[config.mk]
export PLATFORM = sky130hd
export DESIGN_NAME = truco_series_scoreboard
export DESIGN_NICKNAME = d
export VERILOG_FILES = /design/src/rtl/truco_series_scoreboard.sv
export SDC_FILE = /design/constraint.sdc
export NUM_CORES = 1
export LEC_CHECK = 0
export CELL_PAD_IN_SITES_DETAIL_PLACEMENT = 0
export CELL_PAD_IN_SITES_GLOBAL_PLACEMENT = 1
export CORE_MARGIN = 2
export CORE_UTILIZATION = 50
export CTS_CLUSTER_DIAMETER = 150
export DETAILED_ROUTE_END_ITERATION = 8
export DONT_BUFFER_PORTS = 1
export GPL_ROUTABILITY_DRIVEN = 0
export PLACE_DENSITY_LB_ADDON = 0.3
export SYNTH_ARGS = -nofsm -noshare
export SYNTH_HDL_FRONTEND = slang
export SYNTH_SLANG_ARGS = --single-unit
[constraint.sdc]
create_clock -name i_clk -period 5 [get_ports i_clk]
set_clock_uncertainty 0.1 [all_clocks]
set_input_delay 0.5 -clock i_clk [delete_from_list [all_inputs] [get_ports i_clk]]
set_output_delay 0.5 -clock i_clk [all_outputs]
set_load 0.01 [all_outputs]
[src/rtl/truco_series_scoreboard.sv]
// N-team Truco series scoreboard: per-hand scoring up to TARGET, game counting,
// runtime best-of series detection and saturating per-team series-win records.
module truco_series_scoreboard #(
  parameter int unsigned N_TEAMS = 2,
  parameter int unsigned PTS_W   = 4,
  parameter int unsigned TARGET  = 12,
  parameter int unsigned REC_W   = 3,
  localparam int unsigned TEAM_W = (N_TEAMS > 2) ? $clog2(N_TEAMS) : 1
) (
  input  logic                       i_clk,
  input  logic                       i_clr,
  input  logic                       i_clr_rec,
  input  logic                       i_win,
  input  logic [TEAM_W-1:0]          i_win_team,
  input  logic [3:0]                 i_pts,
  input  logic [1:0]                 i_best_of,
  input  logic                       i_new_series,
  output logic [N_TEAMS*PTS_W-1:0]   o_score,
  output logic [N_TEAMS*3-1:0]       o_games,
  output logic [N_TEAMS*REC_W-1:0]   o_rec,
  output logic                       o_game_end,
  output logic                       o_series_end,
  output logic [TEAM_W-1:0]          o_winner
);

  // Sum is wide enough for a full score plus the largest hand value.
  localparam int unsigned SUM_W = (PTS_W >= 4) ? PTS_W + 1 : 5;
  localparam logic [SUM_W-1:0]  TargetS = SUM_W'(TARGET);
  localparam logic [TEAM_W:0]   NTeamsW = (TEAM_W + 1)'(N_TEAMS);

  typedef enum logic [1:0] {StPlay, StGameOver, StSeriesOver} state_e;

  state_e                                r_state, w_state_d;
  logic [N_TEAMS-1:0][PTS_W-1:0]         r_score, w_score_d;
  logic [N_TEAMS-1:0][2:0]               r_games, w_games_d;
  logic [N_TEAMS-1:0][REC_W-1:0]         r_rec, w_rec_d;
  logic [TEAM_W-1:0]                     r_winner, w_winner_d;
  logic [1:0]                            r_mode, w_mode_d;

  logic             w_accept;
  logic [SUM_W-1:0] w_sum;
  logic [SUM_W-1:0] w_sat;
  logic [2:0]       w_games_inc;
  logic [2:0]       w_required;
  logic [REC_W-1:0] w_rec_inc;

  always_comb begin
    w_state_d  = r_state;
    w_score_d  = r_score;
    w_games_d  = r_games;
    w_rec_d    = r_rec;
    w_winner_d = r_winner;
    w_mode_d   = r_mode;

    w_accept    = i_win && ({1'b0, i_win_team} < NTeamsW) && (i_pts != 4'd0);
    w_sum       = SUM_W'(r_score[i_win_team]) + SUM_W'(i_pts);
    w_sat       = (w_sum > TargetS) ? TargetS : w_sum;
    w_games_inc = (r_games[r_winner] == 3'd7) ? 3'd7 : r_games[r_winner] + 3'd1;
    w_required  = {1'b0, r_mode} + 3'd1;
    w_rec_inc   = (r_rec[r_winner] == '1) ? r_rec[r_winner] : r_rec[r_winner] + REC_W'(1);

    unique case (r_state)
      StPlay: begin
        if (w_accept) begin
          w_score_d[i_win_team] = w_sat[PTS_W-1:0];
          if (w_sat == TargetS) begin
            w_state_d  = StGameOver;
            w_winner_d = i_win_team;
          end
        end
      end
      StGameOver: begin
        w_score_d          = '0;
        w_games_d[r_winner] = w_games_inc;
        if (w_games_inc == w_required) begin
          w_rec_d[r_winner] = w_rec_inc;
          w_state_d         = StSeriesOver;
        end else begin
          w_state_d = StPlay;
        end
      end
      StSeriesOver: begin
        if (i_new_series) begin
          w_games_d = '0;
          w_mode_d  = i_best_of;
          w_state_d = StPlay;
        end
      end
      default: w_state_d = StPlay;
    endcase

    // Record clear overrides any increment made this cycle.
    if (i_clr_rec) begin
      w_rec_d = '0;
    end
  end

  always_ff @(posedge i_clk) begin
    if (i_clr) begin
      r_state  <= StPlay;
      r_score  <= '0;
      r_games  <= '0;
      r_rec    <= '0;
      r_winner <= '0;
      r_mode   <= i_best_of;
    end else begin
      r_state  <= w_state_d;
      r_score  <= w_score_d;
      r_games  <= w_games_d;
      r_rec    <= w_rec_d;
      r_winner <= w_winner_d;
      r_mode   <= w_mode_d;
    end
  end

  assign o_score      = r_score;
  assign o_games      = r_games;
  assign o_rec        = r_rec;
  assign o_winner     = r_winner;
  assign o_game_end   = (r_state == StGameOver);
  assign o_series_end = (r_state == StSeriesOver);

endmodule

# After elaboration in Yosys (flattened, before gate mapping)
# Cells that the tools add are included.
[totals]
word_cells = 71
register_bits = 25
inputBits = 12
output_inout_bits = 23
[classes]
order_cmp = 5
reduce_logical = 16
n_mux = 28
addsub = 4
eq_ne = 9
[ops]
columns = ["operator", "n"]
rows = [
  ["3-bit two-way mux", 7],
  ["8-bit case mux with 2 select lines", 1],
  ["2-bit two-way mux", 7],
  ["6-bit bitwise mux", 2],
  ["4-bit two-way mux", 3],
  ["6-bit case mux with 2 select lines", 1],
  ["8-bit bitwise mux", 1],
  ["8-bit two-way mux", 1],
  ["2-bit AND reduction", 4],
  ["2-bit nonzero test", 4],
  ["3-bit by 1-bit adder with 3-bit output, second input constant", 2],
  ["3-bit == test, second input constant", 2],
  ["6-bit two-way mux", 1],
  ["2-bit inequality test, second input constant", 3],
  ["2-bit case mux with 3 select lines", 1],
  ["3-bit AND reduction", 2],
  ["4-bit by 4-bit adder with 5-bit output", 1],
  ["5-bit by 4-bit == test with 1-bit output, second input constant", 1],
  ["5-bit by 4-bit greater-than comparator with 1-bit output, second input constant", 1],
  ["5-bit two-way mux", 1],
  ["4-bit demux with 1-bit select", 1],
  ["1-bit by 2-bit < comparator with 1-bit output, second input constant", 2],
  ["4-bit nonzero test", 1],
  ["2-bit by 1-bit adder with 3-bit output, second input constant", 1],
  ["other kinds (8)", 11],
]

# Longest topological paths before layout
# Gate-level depths: netlist of the first run.
[depth]
word_depth = 9
mapped_depth = 10
depth_no_buf = 9

# Worst setup path before layout of the first run
# No wires, ideal clock.
[synth_timing]
kind = "register to register"
start = "register r_winner, in the netlist o_winner"
end = "register r_rec, in the netlist o_rec[1]"
required_ns = 4.777
t_arrival_ns = 2.520
setup_ns = 0.123
n_path_buf = 3
stages_incl_launch_ff = 11
period_less_slack_ns = 2.743
path_slack_ns = 2.257
path_cell_list = "dfxtp_1 > buf_6 > clkbuf_1 > mux2_2 > ha_1 > buf_4 > nand2_1 > a32oi_2 > xnor2_1 > nor4_4 > mux2_1"
[synth_via]
elab_chain_cells = 6
elab_cells_between_ends = 18
cone_classes = "2 x add/sub; 2 x order compare; 3 x eq/ne; 9 x mux; 2 x reduce/logical"
[synth_rtl]
columns = ["element", "line_no", "text"]
rows = [
  ["start: declaration", "37", "logic [TEAM_W-1:0] r_winner, w_winner_d;"],
  ["start signal: assignment", "111", "r_winner <= w_winner_d;"],
  ["3-bit two-way mux (not written as such) (2 in series)", "58", "w_games_inc = (r_games[r_winner] == 3'd7) ? 3'd7 : r_games[r_winner] + 3'd1;"],
  ["3-bit by 1-bit adder with 3-bit output / 3-bit == test (equally long branches)", "58", ""],
  ["3-bit two-way mux", "58", ""],
  ["3-bit == test", "75", "if (w_games_inc == w_required) begin"],
  ["2-bit AND reduction (no line)", "-", ""],
  ["end signal: assignment", "110", "r_rec <= w_rec_d;"],
  ["end: declaration", "36", "logic [N_TEAMS-1:0][REC_W-1:0] r_rec, w_rec_d;"],
]
# Several ways; a longest one is shown, not always the timed one. The select of a mux whose other input is x is not followed.
# A chain may end at the register's enable or synchronous reset.

# Final worst setup path of the first run
# Same ends and word-level chain as after synthesis.

==> flow_summary.json, run 1 <==
{
  "hold_viol": 0,
  "post_cts_resized": 0,
  "worstSetupPathType": "flop to flop",
  "hold_start": "i_clr",
  "finalSetupViolCount": 0,
  "antenna_found_initial": 0,
  "ant_nets": 0,
  "setup_slack_ps": 2060,
  "drv_slew": 0,
  "fp.dieH_microns": 59.1,
  "crit_start": "o_winner",
  "drt-total-wl_mm": 3.19,
  "synthTopCellsByArea": "dfxtp_1, mux2i_1, mux2_2, ha_1, nor2_1",
  "cts_buffers": 3,
  "preCtsSetupSlack_ps": 2080,
  "yosys_warnings": 0,
  "crit_path_end_kind": "flop",
  "ys_dominant_reg_cell": "dfxtp_1",
  "synth.most_common_cell": "dfxtp_1",
  "clock_sinks": 25,
  "cts-htree-levels": 1,
  "setup_tns_ps": 0,
  "ys_ff_latch": 25,
  "power_uw": 397,
  "synth_common_cells": "dfxtp_1, nor2_1, nand2_1",
  "track_usage_pct": 19.9,
  "grt_max_degree": 21,
  "syn_avg_cell_area_sq_um": 8.92,
  "initialDrtViolationCount": 39,
  "yosysTopAreaCellShare_pct": 30.4,
  "required_ps": 5120,
  "p_leak_nw": 0.607,
  "start_util_pct": 53.6,
  "cp-start-kind": "flop",
  "arrival_ps": 3060,
  "ys_seq_area_share_pct": 34.3,
  "fmax_mhz": 341,
  "async_reset_ff_share_pct": 0,
  "dr.pass1.iters": 4,
  "tightest_slew_ps": 818,
  "nFillCells": 267,
  "area_growth_syn_to_layout_pct": 2.06,
  "cap_violations": 0,
  "clock_latency_ps": 320,
  "final_cells": 199,
  "rsz0062_at_grt": "no",
  "vias": 1186,
  "worstHoldPathType": "input port to flop",
  "port_buffers": 0,
  "holdBufCountCts": 0,
  "power_density_nw_per_um2": 256,
  "nets": 189,
  "synth_cell_types": 47,
  "syn-cell-area_sq_um": 1520,
  "insertedDiodeCount": 0,
  "syn_inst": 170,
  "synth_edf_count": 2,
  "synth_top_area_cell": "dfxtp_1",
  "grt_pass1_wl_mm": 5.30,
  "dpl.hpwl_mm": 2.52,
  "grt_pass1_vias": 1153,
  "overflow": 0,
  "drive_gt1_share_pct": 11.3,
  "die_x_microns": 59.1,
  "num_io_pins": 35,
  "cts_tree": "done",
  "placed_cells": 195,
  "routed_via_density": 5.96,
  "cts-root-buf": "clkbuf_4",
  "drt-wirelength-per-cell_microns": 16.0,
  "rows": 19,
  "finalCritPeriodShare_pct": 58.7,
  "path_max_fanout": 18,
  "min_period_ps": 2940,
  "rr_startpoint": "o_winner",
  "clkTransAtPathRegs_ps": 140,
  "coreArea_sq_um": 2830,
  "syn_nets": 190,
  "cts_max_path_buffers": 2,
  "drc_errors": 0,
  "slew_headroom_pct": 45.4,
  "peakVddDrop_v": 0.000135,
  "status": "completed",
  "die_area_sq_um": 3490,
  "cts_setup_buffers": 0
}
==> critical path, cell delays in order, from the launching register on <==
cell and delay (ps):
dfxtp_1 880, mux2_2 420, ha_1 270, nand2_1 130, a32oi_2 140, xnor2_1 260
nor4_4 280, mux2_1 360
==> state kept, by name (all words and copies together) (netlist names) <==
| signal | cells |
|---|---|
| o_score | 8 |
| o_games | 6 |
| o_rec | 6 |
| r_mode | 2 |
| r_state | 2 |
| o_winner | 1 |
==> routing by layer <==
metal | vias to the layer above | wire length (microns) | GRT usage, %
met5 | - | 0 | 0
met1 | 541 | 1490 | 25.2
met2 | 37 | 1430 | 31.7
met3 | 4 | 240 | 6.33
li1 | 604 | - | -
met4 | 0 | 30 | 6.82
==> final timing paths <==
path                            slack, ps         end  depth (start not counted)
worst max-delay path                 2060    o_rec[1]                          7
worst min-delay path                  130  o_games[3]                          1
worst max register to register       2060    o_rec[1]                          7
worst min register to register        440  o_score[1]                          2
==> kinds of logic (layout without fill, tap and decap cells) <==
group | count (synthesis) | in the layout | share of synthesized area (%)
flops | 25 | 25 | 34.3
simple gates | 72 | 72 | 25.1
mux | 19 | 19 | 13.6
fa+ha+maj | 8 | 8 | 7.10
buf+inv | 12 | 10 | 3.71
xor+xnor | 2 | 2 | 1.16
compound gates | 32 | 32 | 15.0
==> layout make-up <==
type	count	area [sq um]	share of cell area, %
Tap cell	31	38.8	2.51
Sequential cell	25	520	33.6
Clock buffer	4	26.3	1.70
Multi-Input combinational cell	133	940	60.7
Inverter	6	22.5	1.46
==> cell usage in the layout (no fill, tap or decap), types with 2 or more instances in the layout <==
cell,netlist,final
nand2b_1,5,5
nand2_1,16,16
a21o_1,2,2
inv_1,6,6
a22oi_1,2,2
o41ai_1,2,2
nor2_1,20,20
mux2_2,8,8
dfxtp_1,23,23
nand4b_1,2,2
mux2i_1,9,9
edfxtp_1,2,2
nor2b_1,4,4
ha_1,7,7
o21ai_0,5,5
nand3_1,6,6
clkbuf_4,0,3
a21oi_1,9,9
a21boi_0,3,3
and2_1,3,3
nor3_1,6,6
==> stage by stage <==
stage,hold WS (ps),utilization [%],cell area [sq um]
detailed placement,421,53.8,1520
finish,129,54.7,1550
global placement,403,53.8,1520
global route,99.9,54.7,1550
CTS,123,54.7,1550
floorplan,380,-,1520
==> power by group <==
group	total (mW)	internal (mW)	switching, mW	leakage (nW)
Combinational	0.0797	0.0339	0.0458	0.386
Sequential	0.226	0.211	0.0146	0.206
Clock	0.0910	0.0312	0.0599	0.0150
Total	0.397	0.276	0.120	0.607
Power figures use the tool's default switching activity.
==> run 2: changes to the inputs <==
--- a/config.mk
+++ b/config.mk
@@ -8,7 +8,7 @@
 export CELL_PAD_IN_SITES_DETAIL_PLACEMENT = 0
 export CELL_PAD_IN_SITES_GLOBAL_PLACEMENT = 1
 export CORE_MARGIN = 2
-export CORE_UTILIZATION = 50
+export CORE_UTILIZATION = 42
 export CTS_CLUSTER_DIAMETER = 150
 export DETAILED_ROUTE_END_ITERATION = 8
 export DONT_BUFFER_PORTS = 1
==> constraint.sdc (replaced) <==
create_clock -name i_clk -period 2.7 [get_ports i_clk]
set_clock_uncertainty 0.1 [all_clocks]
set_input_delay 0.27 -clock i_clk [delete_from_list [all_inputs] [get_ports i_clk]]
set_output_delay 0.27 -clock i_clk [all_outputs]
set_load 0.01 [all_outputs]
==> run 2 against run 1 <==
Compared with the run above: die area is 18% higher; critical endpoint unchanged; combinational power is 110% higher; global-route usage shrank 1.6 points; final cell count up 11%.
==> flow_summary.json, run 2 (synthesis gave the netlist of run 1 again) <==
{
  "status": "completed",
  "cts_tree": "done",
  "crit_start": "o_games[0]",
  "worstSetupPathType": "flop to flop",
  "fp.dieH_microns": 64.1,
  "grt_pass1_vias": 1274,
  "finalSetupViolCount": 0,
  "cts_max_path_buffers": 2,
  "most-common-layout-cells": "dfxtp_1, nor2_1, nand2_1, mux2i_1, a21oi_1",
  "drc_errors": 0,
  "final_common_cell": "dfxtp_1",
  "crit_end": "o_rec[1]",
  "cts-htree-levels": 1,
  "coreArea_sq_um": 3390,
  "num_io_pins": 35,
  "start_util_pct": 44.7,
  "ff2ff_path_depth": 9,
  "hold_viol": 0,
  "die_area_sq_um": 4110,
  "fmax_mhz": 409,
  "die_x_microns": 64.1,
  "crit_path_end_kind": "flop",
  "setup_slack_ps": 256,
  "path_max_fanout": 7,
  "drive_gt1_share_pct": 13.1,
  "cts_setup_buffers": 0,
  "slowest_stage": "dfxtp_1",
  "power_density_nw_per_um2": 460,
  "dpl.hpwl_mm": 2.63,
  "min_period_ps": 2440,
  "path_cells": "nor2b_1 > a21o_1 > ha_1 > buf_4 > nand2_1 > a32oi_2 > xnor2_1 > nor4_4 > mux2_1",
  "ant_nets": 0,
  "finalCritPeriodShare_pct": 90.5,
  "cts_buffers": 3,
  "port_buffers": 0,
  "preCtsSetupSlack_ps": 219,
  "worstHoldPathType": "input port to flop",
  "largest_register_ffs": 8,
  "cts-root-buf": "clkbuf_4",
  "clock_latency_ps": 320,
  "final_util_pct": 48.2,
  "whs_path_depth": 2,
  "holdWs_ps": 10.3,
  "track_usage_pct": 18.2,
  "dr.pass1.iters": 4,
  "drt-wirelength-per-cell_microns": 15.7,
  "cp-start-kind": "flop",
  "antenna_found_initial": 0,
  "clkTransAtPathRegs_ps": 140,
  "rsz0062_at_grt": "no",
  "dpl_cell_area_sq_um": 1560,
  "peakVddDrop_v": 0.000174,
  "drv_slew": 0,
  "vias": 1259,
  "crit_cells": 9,
  "p_leak_nw": 0.642,
  "grt_pass1_wl_mm": 5.93,
  "cpPeakStageDelay_ps": 430,
  "cap_violations": 0,
  "grt_max_degree": 14,
  "setup_tns_ps": 0,
  "rows": 21,
  "slew_headroom_pct": 67.1,
  "insertedDiodeCount": 0,
  "critPathBufInv": 1,
  "initialDrtViolationCount": 38,
  "arrival_ps": 2570,
  "rr_startpoint": "o_games[0]",
  "fin_area_sq_um": 1630,
  "clock_sinks": 25,
  "path_delay_family": "simple AND/OR/NAND/NOR gates",
  "r2r_slack_ps": 260,
  "required_ps": 2820,
  "tightest_slew_ps": 492,
  "nets": 196,
  "overflow": 0,
  "routed_via_density": 5.70,
  "area_growth_syn_to_layout_pct": 7.76,
  "drt-total-wl_mm": 3.48,
  "r2r-end": "o_rec[1]"
}
-- run 2: layer usage --
metal  wire (microns)  global-route usage [%]  vias up
li1                 -                       -      618
met1             1570                    22.7      603
met2             1590                    29.7       32
met3              266                    5.81        6
met4               51                    6.38        0
met5                0                       0        -
-- run 2: worst register-to-register path: cells and delay by family (launching register included) --
family | cells | cell delay, ps
buf+inv | 1 | 150
mux | 1 | 350
compound gates | 2 | 370
flops | 1 | 430
xor+xnor | 1 | 190
simple gates | 3 | 610
fa+ha+maj | 1 | 160
-- run 2: stage by stage --
step                cells  total power, mW
finish                221            0.751
global route          221            0.798
CTS                   221            0.757
detailed placement    213            0.581
global placement      213            0.574
floorplan             170            0.551
-- run 2: area by class of cell --
class | count | area, sq um
clock buffer | 4 | 26.3
multi-input combinational | 133 | 945
fill | 347 | 1760
timing repair buffer | 7 | 62.6
inverter | 6 | 22.5
tap | 46 | 57.6
sequential | 25 | 520
-- run 2: timing repair --
action / CTS / global route
hold buffers: 4 / 0
hold endpoints to repair: 14 / 0
gates resized for setup: 0 / 1
setup endpoints to repair: 0 / 1
-- run 2: where the power goes --
group	leakage, nW	internal [mW]	switching, mW	total, mW
logic	0.421	0.0701	0.0993	0.169
registers	0.206	0.391	0.0214	0.413
clock network	0.0150	0.0578	0.111	0.169
-- run 2: worst min path at each step --
stage,start,to,slack (ps)
after floorplan,i_best_of[0],r_mode[0],270
after global placement,i_clr,o_games[3],240
after detailed placement,i_clr,o_games[3],250
after CTS,i_win_team,o_winner,3
after global routing,i_win_team,o_winner,8
final,i_win_team,o_winner,10
